<file path="src/rtl/fb_pkg.sv">
// rtl/fb_pkg.sv - framebuffer geometry, pixel packing and draw-command types
package fb_pkg;
    localparam int HDISP = 800;
    localparam int VDISP = 480;
    localparam int XW = $clog2(HDISP) + 1;
    localparam int YW = $clog2(VDISP) + 1;
    localparam logic [3:0] SEL_RGB = 4'b0111;

    typedef logic [23:0] rgb_t;

    typedef struct packed {
        logic [XW-1:0] x;
        logic [YW-1:0] y;
        logic [XW-1:0] w;
        logic [YW-1:0] h;
        rgb_t          rgb;
    } rect_cmd_t;

    typedef enum logic [1:0] {
        ST_IDLE,
        ST_SETUP,
        ST_WRITE
    } rect_state_t;
endpackage

</file>
<file path="src/rtl/wshb_if.sv">
// rtl/wshb_if.sv - classic Wishbone bus carrying its own clock and reset
interface wshb_if (
    input logic clk,
    input logic rst
);
    logic [31:0] adr;
    logic [31:0] dat_ms;
    logic        we;
    logic [3:0]  sel;
    logic        cyc;
    logic        stb;
    logic [2:0]  cti;
    logic [1:0]  bte;
    logic        ack;

    modport master (
        input  clk, rst, ack,
        output adr, dat_ms, we, sel, cyc, stb, cti, bte
    );

    modport slave (
        input  clk, rst, adr, dat_ms, we, sel, cyc, stb, cti, bte,
        output ack
    );
endinterface

</file>
<file path="src/rtl/fb_addr_gen.sv">
// rtl/fb_addr_gen.sv - column/row walk over a clipped rectangle, yields pixel index
module fb_addr_gen
    import fb_pkg::*;
#(
    parameter int HDISP = fb_pkg::HDISP
) (
    input  logic          clk,
    input  logic          rst,
    input  logic          load,
    input  logic          step,
    input  logic [31:0]   start_idx,
    input  logic [XW-1:0] eff_w,
    input  logic [YW-1:0] eff_h,
    output logic [31:0]   idx,
    output logic          last
);
    logic [XW-1:0] col;
    logic [YW-1:0] row;
    logic [XW-1:0] w_q;
    logic [YW-1:0] h_q;
    logic [31:0]   row_start;
    logic          row_end;

    assign row_end = (col == w_q - XW'(1));
    assign last    = row_end && (row == h_q - YW'(1));

    always_ff @(posedge clk) begin
        if (rst) begin
            col       <= '0;
            row       <= '0;
            w_q       <= '0;
            h_q       <= '0;
            row_start <= '0;
            idx       <= '0;
        end else if (load) begin
            col       <= '0;
            row       <= '0;
            w_q       <= eff_w;
            h_q       <= eff_h;
            row_start <= start_idx;
            idx       <= start_idx;
        end else if (step) begin
            // next row starts one stride below the current row's first pixel
            if (row_end) begin
                col       <= '0;
                row       <= row + YW'(1);
                row_start <= row_start + 32'(HDISP);
                idx       <= row_start + 32'(HDISP);
            end else begin
                col <= col + XW'(1);
                idx <= idx + 32'd1;
            end
        end
    end
endmodule

</file>
<file path="src/rtl/fb_rect_writer.sv">
// rtl/fb_rect_writer.sv - clips a draw command and fills it with single-beat Wishbone writes
module fb_rect_writer
    import fb_pkg::*;
#(
    parameter int HDISP = fb_pkg::HDISP,
    parameter int VDISP = fb_pkg::VDISP
) (
    wshb_if.master               wshb_ifm,
    input  logic                 cmd_valid,
    output logic                 cmd_ready,
    input  logic [$clog2(HDISP):0] cmd_x,
    input  logic [$clog2(VDISP):0] cmd_y,
    input  logic [$clog2(HDISP):0] cmd_w,
    input  logic [$clog2(VDISP):0] cmd_h,
    input  logic [23:0]          cmd_rgb,
    output logic                 busy,
    output logic                 done
);
    rect_state_t   state, state_n;
    rect_cmd_t     cmd_q;
    logic          done_q, done_n;
    logic          empty;
    logic [XW-1:0] room_x, eff_w;
    logic [YW-1:0] room_y, eff_h;
    logic [31:0]   start_idx;
    logic [31:0]   pix_idx;
    logic          pix_last;
    logic          step;

    assign step = (state == ST_WRITE) && wshb_ifm.ack;

    always_ff @(posedge wshb_ifm.clk) begin
        if (wshb_ifm.rst) begin
            state  <= ST_IDLE;
            done_q <= 1'b0;
        end else begin
            state  <= state_n;
            done_q <= done_n;
        end
    end

    always_ff @(posedge wshb_ifm.clk) begin
        if (wshb_ifm.rst) begin
            cmd_q <= '0;
        end else if (state == ST_IDLE && cmd_valid) begin
            cmd_q <= {cmd_x, cmd_y, cmd_w, cmd_h, cmd_rgb};
        end
    end

    // room_x/room_y only matter when the origin is on screen, so wrap is harmless
    always_comb begin
        empty     = (32'(cmd_q.x) >= 32'(HDISP)) || (32'(cmd_q.y) >= 32'(VDISP)) ||
                    (cmd_q.w == '0) || (cmd_q.h == '0);
        room_x    = XW'(HDISP) - cmd_q.x;
        room_y    = YW'(VDISP) - cmd_q.y;
        eff_w     = (cmd_q.w < room_x) ? cmd_q.w : room_x;
        eff_h     = (cmd_q.h < room_y) ? cmd_q.h : room_y;
        start_idx = 32'(cmd_q.y) * 32'(HDISP) + 32'(cmd_q.x);
    end

    always_comb begin
        state_n = state;
        done_n  = 1'b0;
        case (state)
            ST_IDLE:  if (cmd_valid) state_n = ST_SETUP;
            ST_SETUP: begin
                if (empty) begin
                    state_n = ST_IDLE;
                    done_n  = 1'b1;
                end else begin
                    state_n = ST_WRITE;
                end
            end
            ST_WRITE: begin
                if (wshb_ifm.ack && pix_last) begin
                    state_n = ST_IDLE;
                    done_n  = 1'b1;
                end
            end
            default:  state_n = ST_IDLE;
        endcase
    end

    always_comb begin
        wshb_ifm.cyc    = (state == ST_WRITE);
        wshb_ifm.stb    = (state == ST_WRITE);
        wshb_ifm.we     = (state == ST_WRITE);
        wshb_ifm.sel    = SEL_RGB;
        wshb_ifm.cti    = 3'b000;
        wshb_ifm.bte    = 2'b00;
        wshb_ifm.adr    = pix_idx << 2;
        wshb_ifm.dat_ms = {8'h00, cmd_q.rgb};
        cmd_ready       = (state == ST_IDLE);
        busy            = (state != ST_IDLE);
        done            = done_q;
    end

    fb_addr_gen #(
        .HDISP(HDISP)
    ) u_addr_gen (
        .clk       (wshb_ifm.clk),
        .rst       (wshb_ifm.rst),
        .load      (state == ST_SETUP),
        .step      (step),
        .start_idx (start_idx),
        .eff_w     (eff_w),
        .eff_h     (eff_h),
        .idx       (pix_idx),
        .last      (pix_last)
    );
endmodule

</file>
<file path="src/flat_wrapper.sv">
// flat-port wrapper written by rule: the top's interface ports become plain ports
module fb_rect_writer_flat import fb_pkg::*;
#(
    parameter int HDISP = fb_pkg::HDISP,
    parameter int VDISP = fb_pkg::VDISP
)
  (cmd_valid, cmd_ready, cmd_x, cmd_y, cmd_w, cmd_h, cmd_rgb, busy, done, clk, rst, wshb_ifm_ack, wshb_ifm_adr, wshb_ifm_dat_ms, wshb_ifm_we, wshb_ifm_sel, wshb_ifm_cyc, wshb_ifm_stb, wshb_ifm_cti, wshb_ifm_bte);
  wshb_if wshb_ifm_i (.clk(clk), .rst(rst));
  input  logic cmd_valid;
  output logic cmd_ready;
  input  logic [$clog2(HDISP):0] cmd_x;
  input  logic [$clog2(VDISP):0] cmd_y;
  input  logic [$clog2(HDISP):0] cmd_w;
  input  logic [$clog2(VDISP):0] cmd_h;
  input  logic [23:0] cmd_rgb;
  output logic busy;
  output logic done;
  input wire logic clk;
  input wire logic rst;
  input wire logic [$bits(wshb_ifm_i.ack)-1:0] wshb_ifm_ack;
  output wire logic [$bits(wshb_ifm_i.adr)-1:0] wshb_ifm_adr;
  output wire logic [$bits(wshb_ifm_i.dat_ms)-1:0] wshb_ifm_dat_ms;
  output wire logic [$bits(wshb_ifm_i.we)-1:0] wshb_ifm_we;
  output wire logic [$bits(wshb_ifm_i.sel)-1:0] wshb_ifm_sel;
  output wire logic [$bits(wshb_ifm_i.cyc)-1:0] wshb_ifm_cyc;
  output wire logic [$bits(wshb_ifm_i.stb)-1:0] wshb_ifm_stb;
  output wire logic [$bits(wshb_ifm_i.cti)-1:0] wshb_ifm_cti;
  output wire logic [$bits(wshb_ifm_i.bte)-1:0] wshb_ifm_bte;
  assign wshb_ifm_i.ack = wshb_ifm_ack;
  assign wshb_ifm_adr = wshb_ifm_i.adr;
  assign wshb_ifm_dat_ms = wshb_ifm_i.dat_ms;
  assign wshb_ifm_we = wshb_ifm_i.we;
  assign wshb_ifm_sel = wshb_ifm_i.sel;
  assign wshb_ifm_cyc = wshb_ifm_i.cyc;
  assign wshb_ifm_stb = wshb_ifm_i.stb;
  assign wshb_ifm_cti = wshb_ifm_i.cti;
  assign wshb_ifm_bte = wshb_ifm_i.bte;
  fb_rect_writer #(.HDISP(HDISP), .VDISP(VDISP)) u_core (.wshb_ifm(wshb_ifm_i), .cmd_valid(cmd_valid), .cmd_ready(cmd_ready), .cmd_x(cmd_x), .cmd_y(cmd_y), .cmd_w(cmd_w), .cmd_h(cmd_h), .cmd_rgb(cmd_rgb), .busy(busy), .done(done));
endmodule
</file>
<file path="config.mk">
export PLATFORM = sky130hd
export DESIGN_NAME = fb_rect_writer_flat
export DESIGN_NICKNAME = d
export VERILOG_FILES = /design/src/rtl/fb_pkg.sv /design/src/rtl/wshb_if.sv /design/src/rtl/fb_addr_gen.sv /design/src/rtl/fb_rect_writer.sv /design/src/flat_wrapper.sv
export SDC_FILE = /design/constraint.sdc
export NUM_CORES = 1
export LEC_CHECK = 0
export CAP_MARGIN = 0
export CELL_PAD_IN_SITES_DETAIL_PLACEMENT = 2
export CELL_PAD_IN_SITES_GLOBAL_PLACEMENT = 2
export CORE_MARGIN = 2
export CORE_UTILIZATION = 33
export CTS_CLUSTER_SIZE = 30
export DETAILED_ROUTE_END_ITERATION = 10
export HOLD_SLACK_MARGIN = 0.1
export PLACE_DENSITY_LB_ADDON = 0.1
export SYNTH_ARGS = -nofsm -noshare
export SYNTH_HDL_FRONTEND = slang
export SYNTH_SLANG_ARGS = --single-unit
export TNS_END_PERCENT = 50
</file>
<file path="constraint.sdc">
create_clock -name clk -period 4.8 [get_ports clk]
set_input_delay 0.96 -clock clk [delete_from_list [all_inputs] [get_ports clk]]
set_output_delay 0.96 -clock clk [all_outputs]
set_load 0.01 [all_outputs]
</file>
Yosys cells after proc, flatten, opt, wreduce, memory -nomap -nowiden:

Index checks and enable logic that the tools add are counted.

* register bits: 175
* bits of input ports: 70

* $add $sub $neg: 9
* multipliers: 1
* $lt $le $gt $ge: 4
* equality and inequality tests: 6
* multiplexer cells: 16
* reduce and logical (&&, ||, !) cells: 17

Operator list (count)
* 32-bit two-way mux: 6
* 32-bit by 1-bit adder with 32-bit output, second input constant: 1
* 32-bit by 10-bit adder with 32-bit output, second input constant: 1
* 11-bit two-way mux: 2
* 20-bit by 11-bit adder with 21-bit output: 1
* 10-bit by 5-bit multiplier with 15-bit output, second input constant: 1
* 11-bit by 1-bit adder with 11-bit output, second input constant: 1
* 11-bit equality test: 1
* 11-bit by 10-bit greater-or-equal comparator with 1-bit output, second input constant: 1
* 11-bit zero test: 1
* 11-bit less-than comparator: 1
* 10-bit by 11-bit subtractor with 11-bit output, first input constant: 1
* 11-bit by 1-bit subtractor with 11-bit output, second input constant: 1
* 10-bit by 1-bit adder with 10-bit output, second input constant: 1
* 10-bit equality test: 1
* 10-bit by 9-bit greater-or-equal comparator with 1-bit output, second input constant: 1
* 10-bit zero test: 1
* 10-bit less-than comparator: 1
* 10-bit two-way mux: 1
* 10-bit by 1-bit subtractor with 10-bit output, second input constant: 1
* 9-bit by 10-bit subtractor with 10-bit output, first input constant: 1
* 2-bit two-way mux: 3
* 2-bit case mux with 3 select lines: 1
* 2-bit AND reduction: 3
* 11 further kinds: 19

Longest topological paths before layout:

Gate-level depths: netlist of run 1.

* word-level depth: 6
* depth in mapped cells: 15
* mapped depth without buffers: 15

Cells and area by module:

From an unflattened synthesis of run 1, not the netlist that was laid out.

* cells, all modules: 1462
* area total of the unflattened synthesis: 11539.8 µm²

Modules (own cells, without submodules)
* fb_addr_gen: times used 1, cells each 783, area each 6221.0 µm², sequential area each 2122.0 µm²
* fb_rect_writer: times used 1, cells each 679, area each 5318.9 µm², sequential area each 1381.3 µm²

Worst setup path after synthesis of run 1:

OpenSTA, ideal clock, no wires.

* kind: register to register
* start point: register u_core.cmd_q[47] (netlist name)
* end point: register u_core.u_addr_gen.idx[18]
* library setup time: 92 ps
* arrival time: 4019 ps
* slack: 689 ps
* stages on the path, launching flop included: 13
* path buffers: 0
* clock period less this slack: 4111 ps
* cells stage by stage: dfxtp_1 inv_1 ha_1 ha_1 fa_1 ha_1 xor2_2 or4b_1 a211oi_2 nand4_2 or4_1 a31o_1 nor4_1

* longest elaborated chain between the ends: 3

RTL lines
* from (decl): RTL line fb_rect_writer.sv:20 `rect_cmd_t cmd_q;`
* from (signal assigned): RTL line fb_rect_writer.sv:46 `cmd_q <= {cmd_x, cmd_y, cmd_w, cmd_h, cmd_rgb};`
* 10-bit by 5-bit multiplier with 15-bit output: RTL line fb_rect_writer.sv:58 `start_idx = 32'(cmd_q.y) * 32'(HDISP) + 32'(cmd_q.x);`
* 20-bit by 11-bit adder with 21-bit output: RTL line fb_rect_writer.sv:58
* 32-bit two-way mux: RTL line fb_addr_gen.sv:35 `end else if (load) begin`
* to (signal assigned): RTL line fb_addr_gen.sv:41 `idx <= start_idx;`
* to (signal assigned): RTL line fb_addr_gen.sv:48 `idx <= row_start + 32'(HDISP);`
* to (signal assigned): RTL line fb_addr_gen.sv:51 `idx <= idx + 32'd1;`
* to (decl): RTL line fb_addr_gen.sv:14 `output logic [31:0] idx,`

No other way between the ends.
A chain may end at the register's enable or synchronous reset.

Worst setup path after layout of run 1:

Same ends and word-level chain as after synthesis.

==> results of run 1 <==
## critical path, cell delays in order (launching register included)
cell and delay [ns]:
dfxtp_1 0.44, inv_1 0.10, ha_1 0.33, ha_1 0.32, fa_1 0.47, ha_1 0.39, xor2_2 0.29, or4b_1 0.51
a211oi_4 0.30, nand4_2 0.20, or4_1 0.53, a31o_1 0.24, nor4_1 0.27
## per-stage QoR
stage	hold slack (ns)	worst slack, ns	area [um2]	power (W)
finish	0.4609	0.3019	13330	0.004255
CTS	0.4650	0.2854	13320	0.004318
global placement	0.4408	0.4447	12710	0.002781
detailed placement	0.4507	0.3140	12710	0.002822
floorplan	0.4367	0.6893	11350	0.002424
global route	0.4922	0.005202	13330	0.004514
## state kept, by name, summed over array words and instances, names as in the netlist
signal	flops
u_core.u_addr_gen.row_start	30
u_core.u_addr_gen.h_q	10
u_core.u_addr_gen.idx	30
u_core.u_addr_gen.w_q	11
u_core.done	1
u_core.cmd_q	42
u_core.u_addr_gen.col	11
u_core.u_addr_gen.row	10
u_core.wshb_ifm.dat_ms	24
u_core.state	2
## cell type report
| class | instances | share of cell area [%] |
|---|---|---|
| Clock inverter | 11 | 0.9952 |
| Tap cell | 448 | 4.206 |
| Clock buffer | 21 | 3.605 |
| Inverter | 64 | 1.803 |
| Sequential cell | 171 | 25.69 |
| Timing Repair Buffer | 148 | 10.74 |
| Multi-Input combinational cell | 1073 | 52.96 |
## layer usage
layer,up-vias,GRT usage (%),wire length [um]
met4,0,5.679,636
met1,5131,27.81,17860
met5,-,0,0
met3,37,4.430,1278
met2,154,37.73,18380
li1,5046,-,-
## repair_timing
action	in CTS	in global routing
hold endpoints to repair	0	0
hold buffers	0	0
endpoints found under the setup margin	0	1
resized for setup	0	1
## power by group
part / switching, W / internal (W) / leakage [nW]
registers: 0.000141 / 0.00152 / 1.40
logic: 0.000644 / 0.000477 / 3.37
clock network: 0.000646 / 0.000829 / 0.302
## synth_stat cells (13+ instances only)
| master | instances | area, um2 |
|---|---|---|
| a211oi_1 | 31 | 232.7 |
| a21o_1 | 17 | 127.6 |
| a21oi_1 | 120 | 600.6 |
| and3_1 | 16 | 100.1 |
| buf_4 | 45 | 337.8 |
| clkbuf_1 | 60 | 225.2 |
| dfxtp_1 | 171 | 3423 |
| ha_1 | 78 | 975.9 |
| inv_1 | 64 | 240.2 |
| mux2i_1 | 21 | 210.2 |
| nand2_1 | 200 | 750.7 |
| nand3_1 | 53 | 265.3 |
| nand4_1 | 25 | 156.4 |
| nor2_1 | 98 | 367.9 |
| nor3_1 | 35 | 175.2 |
| nor4_1 | 27 | 168.9 |
| o21ai_0 | 13 | 65.06 |
| xnor2_1 | 72 | 630.6 |
| xor2_1 | 45 | 394.1 |
## kinds of logic (layout without fill, tap and decap cells)
kind of cell | after synthesis | in the layout
adder cells (fa/ha/maj) | 84 | 84
AND/OR/NAND/NOR | 527 | 527
AO/OA/AOI/OAI | 291 | 291
multiplexers | 33 | 33
other | 2 | 19
flip-flops | 171 | 171
XOR/XNOR | 119 | 119
buffers and inverters | 187 | 244
## cell usage in the layout (no fill, tap or decap), drive strengths merged, types with 7 or more instances in the layout
cell type      netlist  routed
conb                 2      19
nand3               53      53
o211ai               7       7
or3                 12      12
clkdlybuf4s50        0     128
ha                  78      78
a211oi              32      32
nor4b                9       9
nand2b               7       7
nor4                27      27
xnor2               73      73
a31o                 7       7
a21boi               9       9
o41ai                7       7
mux2                12      12
buf                 63      20
a21o                17      17
nand4               26      26
dfxtp              171     171
a21oi              120     120
mux2i               21      21
and2                13      13
nor3                36      36
nor2                99      99
o21ai               17      17
xor2                46      46
and3                16      16
inv                 64      66
clkbuf              60      21
o32ai                9       9
nand2              200     200
## final timing paths
path                                  start                        end  slack (ns)
hold / removal    u_core.wshb_ifm.dat_ms[8]  u_core.wshb_ifm.dat_ms[8]        0.46
setup reg to reg           u_core.cmd_q[47]  u_core.u_addr_gen.idx[18]        0.30
hold reg to reg   u_core.wshb_ifm.dat_ms[8]  u_core.wshb_ifm.dat_ms[8]        0.46
setup / recovery           u_core.cmd_q[47]  u_core.u_addr_gen.idx[18]        0.30
==> run metrics, run 1 <==
mux cell area share after synthesis 3.060%; synthesized area approximately 11,000 um2; drt first pass iters 4; GRT overflow 0; # IOs around 150; Final Hold Fails 0; register area around 3400 um2; final WL 38,160 um; post-synthesis sequential area ratio 30.34%; Yosys warning count 0; Post-Synth Simple-Gate Area 22.28%; All-Layer GR Usage 21.89%; area grow syn2layout 18.09%; # rows 67; critical path type register to register; Multi-input gate area 7058 um2; # fillers ~3,800; relative slew slack 34.00%; initial DRC count 352; Nets ~1,600; Req. time, crit path 5.16 ns; LEAKAGE around 5.1 nW; Synth cell types 77; Post-Layout Cell Count 1,936; setup tns final 0 ns; Synth Area in XOR/XNOR 9.369%; Synth Instances 1,414; dpl cells 1,904; end-of-flow core utilization 39.64%; Post-CTS Setup Repair Bufs 0; Worst-Margin Slew about 0.99 ns; type of origin of the critical path register; DR vias 10,368; Worst VDD drop 0.2629 mV; Yosys reg bits 171; Max Slew Vio Count 0; total die area 35,690 um2; drt wl/cell 19.71 um; first-pass GRT wire length 61,930 um; status finished, final reports clean; hpwl dp 28,580 um; largest family of logic cells by synthesized area simple AND/OR/NAND/NOR gates; max-cap violations 0; H-tree depth 4; initial antenna violation count 0; unrepaired setup endpoints after global routing no; GP Congestion 0.7900; WHS Path Cells 2; power per cell area 319.3 nW/um2; clk_lat worst skew 0.45 ns; CP endpoint kind register; Clock transition at path regs 0.07 ns; clock sinks approximately 170; # setup viols final 0; cells on worst reg2reg path 12; Async SR Flop Fraction 0%; largest net degree at the start of global routing 82; Inserted Clock Buffers 17; post-layout min period 4.498 ns; Die Span Y roughly 190 um; fraction of final layout cells sized beyond drive strength 1 about 5.3%; number of enable-type register cells in the synthesized netlist 0; clk_skew 0.01016 ns; vias in the first global route 11,209; f_max ~220 MHz; fin crit share between 90% and 100%; DRC 0; I/O Buffers 129; main flop type after synthesis dfxtp_1; clock tree from TritonCTS yes; worst min path class register to register; antenna cells 0; arrival time at the worst endpoint 4.86 ns; via density per instance 5.355; syn avg cell area 7.981 um2; chip width 188.9 um; core box area roughly 34,000 um2; Adder-Cell Fraction of Synth Area 9.713%; Compound-Gate Fraction of Synth Area 17.37%; largest fanout on the critical path 6; root buf cell clkbuf_16; Max clock buf depth 2; starting density of the core between 30% and 40%; post-route ant nets 0
No activity file was read; power rests on OpenSTA's default activity.
==> run 2: changes to the inputs <==
--- a/config.mk
+++ b/config.mk
@@ -14,6 +14,7 @@
 export DETAILED_ROUTE_END_ITERATION = 10
 export HOLD_SLACK_MARGIN = 0.1
 export PLACE_DENSITY_LB_ADDON = 0.1
+export REMOVE_ABC_BUFFERS = 1
 export SYNTH_ARGS = -nofsm -noshare
 export SYNTH_HDL_FRONTEND = slang
 export SYNTH_SLANG_ARGS = --single-unit
==> run 2 against run 1 <==
Net effect: clock-buffer cell count increased by 1; global-route usage decreased by 0.45 points; critical path depth unchanged; maximum frequency about the same; cell area about the same; register-to-register slack about the same; clock skew about the same; non-clock buffer count unchanged; clock power about the same; core utilization about the same; hold slack got worse by 0.0053 ns.
==> run metrics, run 2 (synthesis results as in run 1) <==
status finished, final reports clean; starting density of the core 33.57% (unchanged); initial DRC count 370 (+5.1%); GRT overflow 0 (unchanged); most common cell after layout, fill and taps aside nand2_1; area grow syn2layout 18.04% (about the same); Final Instance Area 13,320 um2 (about the same); hpwl dp 27,480 um (-3.8%); clk_skew 0.01039 ns (+0.0002231 ns); met3 Track Usage GR 3.763% (-0.67 points); switching part of the total 33.28% (-0.35 points); critical path type register to register; type of origin of the critical path register; Placed Area 12,710 um2 (unchanged); antenna cells 0 (unchanged); max reg flops 42 (unchanged); max-cap violations 0 (unchanged); unrepaired setup endpoints after global routing no; Switch Pwr 0.001427 W (-0.29%); CP endpoint kind register; Clock transition at path regs 0.07 ns (about the same); # rows 67 (unchanged); clock tree from TritonCTS yes; # IOs 149 (unchanged); Seq pwr share 38.6% (-0.4 points); post-layout min period 4.497 ns (-0.001472 ns); Biggest register u_core.cmd_q; first-pass GRT wire length 61,040 um (-1.4%); power per cell area 321.8 nW/um2 (+0.79%); core box area 33,620 um2 (unchanged); M2 GR Usage 36.08% (-1.6 points); met1 Use GR 28.43% (+0.62 points); R2R Setup Slk 0.30 ns (about the same); GP Congestion 0.7865 (-0.44%); Worst-Margin Slew 0.9664 ns (-0.02356 ns); fraction of final layout cells sized beyond drive strength 1 5.175% (-0.13 points); All-Layer GR Usage 21.44% (-0.45 points); drt wl/cell 19.34 um (-1.9%); arrival time at the worst endpoint 4.86 ns (about the same); f_max 222.4 MHz (about the same); Int Power 0.002860 W (+1.3%); Largest regs u_core.cmd_q (42), u_core.u_addr_gen.idx (30), u_core.u_addr_gen.row_start (30); final WL 37,450 um (-1.9%); Req. time, crit path 5.17 ns (about the same); largest fanout on the critical path 6 (unchanged); Inserted Clock Buffers 17 (unchanged); clock sinks 171 (unchanged); worst min path class register to register; Max clock buf depth 2 (unchanged); Die Span Y 188.9 um (unchanged); Hold Path End u_core.wshb_ifm.dat_ms[16]; vias in the first global route 11,128 (-0.72%); Clock power frac 35.0% (+0.3 points); Max Slew Vio Count 0 (unchanged); DRC 0 (unchanged); clk_lat worst skew 0.46 ns (about the same); cells on worst reg2reg path 12 (unchanged); drt first pass iters 4 (unchanged); WHS Path Cells 2 (unchanged); Hold WS 0.4556 ns (-0.005258 ns); min-delay src u_core.wshb_ifm.dat_ms[16]; Nets 1,629 (unchanged); Worst VDD drop 0.2813 mV (+7.0%); fin crit share 93.68% (about the same); # setup viols final 0 (unchanged); Worst R2R Start u_core.cmd_q[47]; post-route ant nets 0 (unchanged); GR peak layer met2; total die area 35,690 um2 (unchanged); LEAKAGE 5.052 nW (-0.25%); H-tree depth 4 (unchanged); relative slew slack 35.57% (+1.6 points); setup tns final 0 ns (unchanged); I/O Buffers 129 (unchanged); root buf cell clkbuf_16; chip width 188.9 um (unchanged); largest net degree at the start of global routing 82 (unchanged); most frequent cells in the layout nand2_1, dfxtp_1, clkdlybuf4s50_1; FF-to-FF End u_core.u_addr_gen.idx[18]; Final Hold Fails 0 (unchanged); initial antenna violation count 0 (unchanged); Combinational Power Share 26.4% (about the same); via density per instance 5.337 (-0.35%); Post-CTS Setup Repair Bufs 0 (unchanged); DR vias 10,332 (-0.35%)
## run 2: cell count changes in the layout (fill, tap and decap cells not counted), sizes merged
cell      previous run  this run
clkinv               6         2
clkinvlp             1         4
bufinv               2         3
clkbuf              21        22
inv                 66        65
## run 2: layer usage
| metal | up-vias | wire, um |
|---|---|---|
| met1 | 5121 | 18240 |
| met2 | 150 | 17370 |
| met4 | 0 | 495 |
| met3 | 23 | 1339 |
| li1 | 5038 | - |
| met5 | - | 0 |
## run 2: metrics by stage
stage	total power (W)	instances	setup WS, ns	utilization, %
5_1_grt	0.004542	1936	0.05710	39.62
3_3_place_gp	0.002780	1904	0.4406	37.80
3_5_place_dp	0.002823	1904	0.3104	37.80
4_1_cts	0.004350	1936	0.2874	39.62
6_report	0.004287	1936	0.3034	39.62
2_1_floorplan	0.002358	1308	0.6851	-
## run 2: worst max-delay path by stage
stage	start	endpoint	slack [ns]
floorplan	u_core.cmd_q[47]	u_core.u_addr_gen.idx[18]	0.69
global placement	u_core.cmd_q[47]	u_core.u_addr_gen.idx[18]	0.44
detailed placement	u_core.cmd_q[47]	u_core.u_addr_gen.idx[18]	0.31
CTS	u_core.cmd_q[47]	u_core.u_addr_gen.idx[18]	0.29
global route	u_core.cmd_q[47]	u_core.u_addr_gen.idx[19]	0.06
finish	u_core.cmd_q[47]	u_core.u_addr_gen.idx[18]	0.30
## run 2: area by class of cell
cell class                 instances  area, um2
multi-input combinational       1073       7052
clock buffer                      22      474.2
sequential                       171       3423
timing repair buffer             148       1431
fill                            3892      20300
tap                              448      560.5
clock inverter                    10      138.9
inverter                          64      240.2
## run 2: power groups by stage
stage | Clock, W | Sequential [W] | Combinational, W
after floorplan | 0 | 0.00166 | 0.000699
after global placement | 0 | 0.00168 | 0.00110
after detailed placement | 0 | 0.00169 | 0.00113
after CTS | 0.00155 | 0.00166 | 0.00115
after global routing | 0.00160 | 0.00167 | 0.00127
final | 0.00150 | 0.00166 | 0.00113
## run 2: critical path: stages, from the launching register on
cell and delay (ns):
dfxtp_1 0.46, inv_1 0.11, ha_1 0.31, ha_1 0.32, fa_1 0.46, ha_1 0.39, xor2_2 0.30, or4b_1 0.49
a211oi_2 0.33, nand4_2 0.20, or4_1 0.54, a31o_1 0.24, nor4_1 0.26
## run 2: timing repair
action | CTS | global route
gates resized for setup | 0 | 1
hold buffers | 0 | 0
setup endpoints to repair | 0 | 1
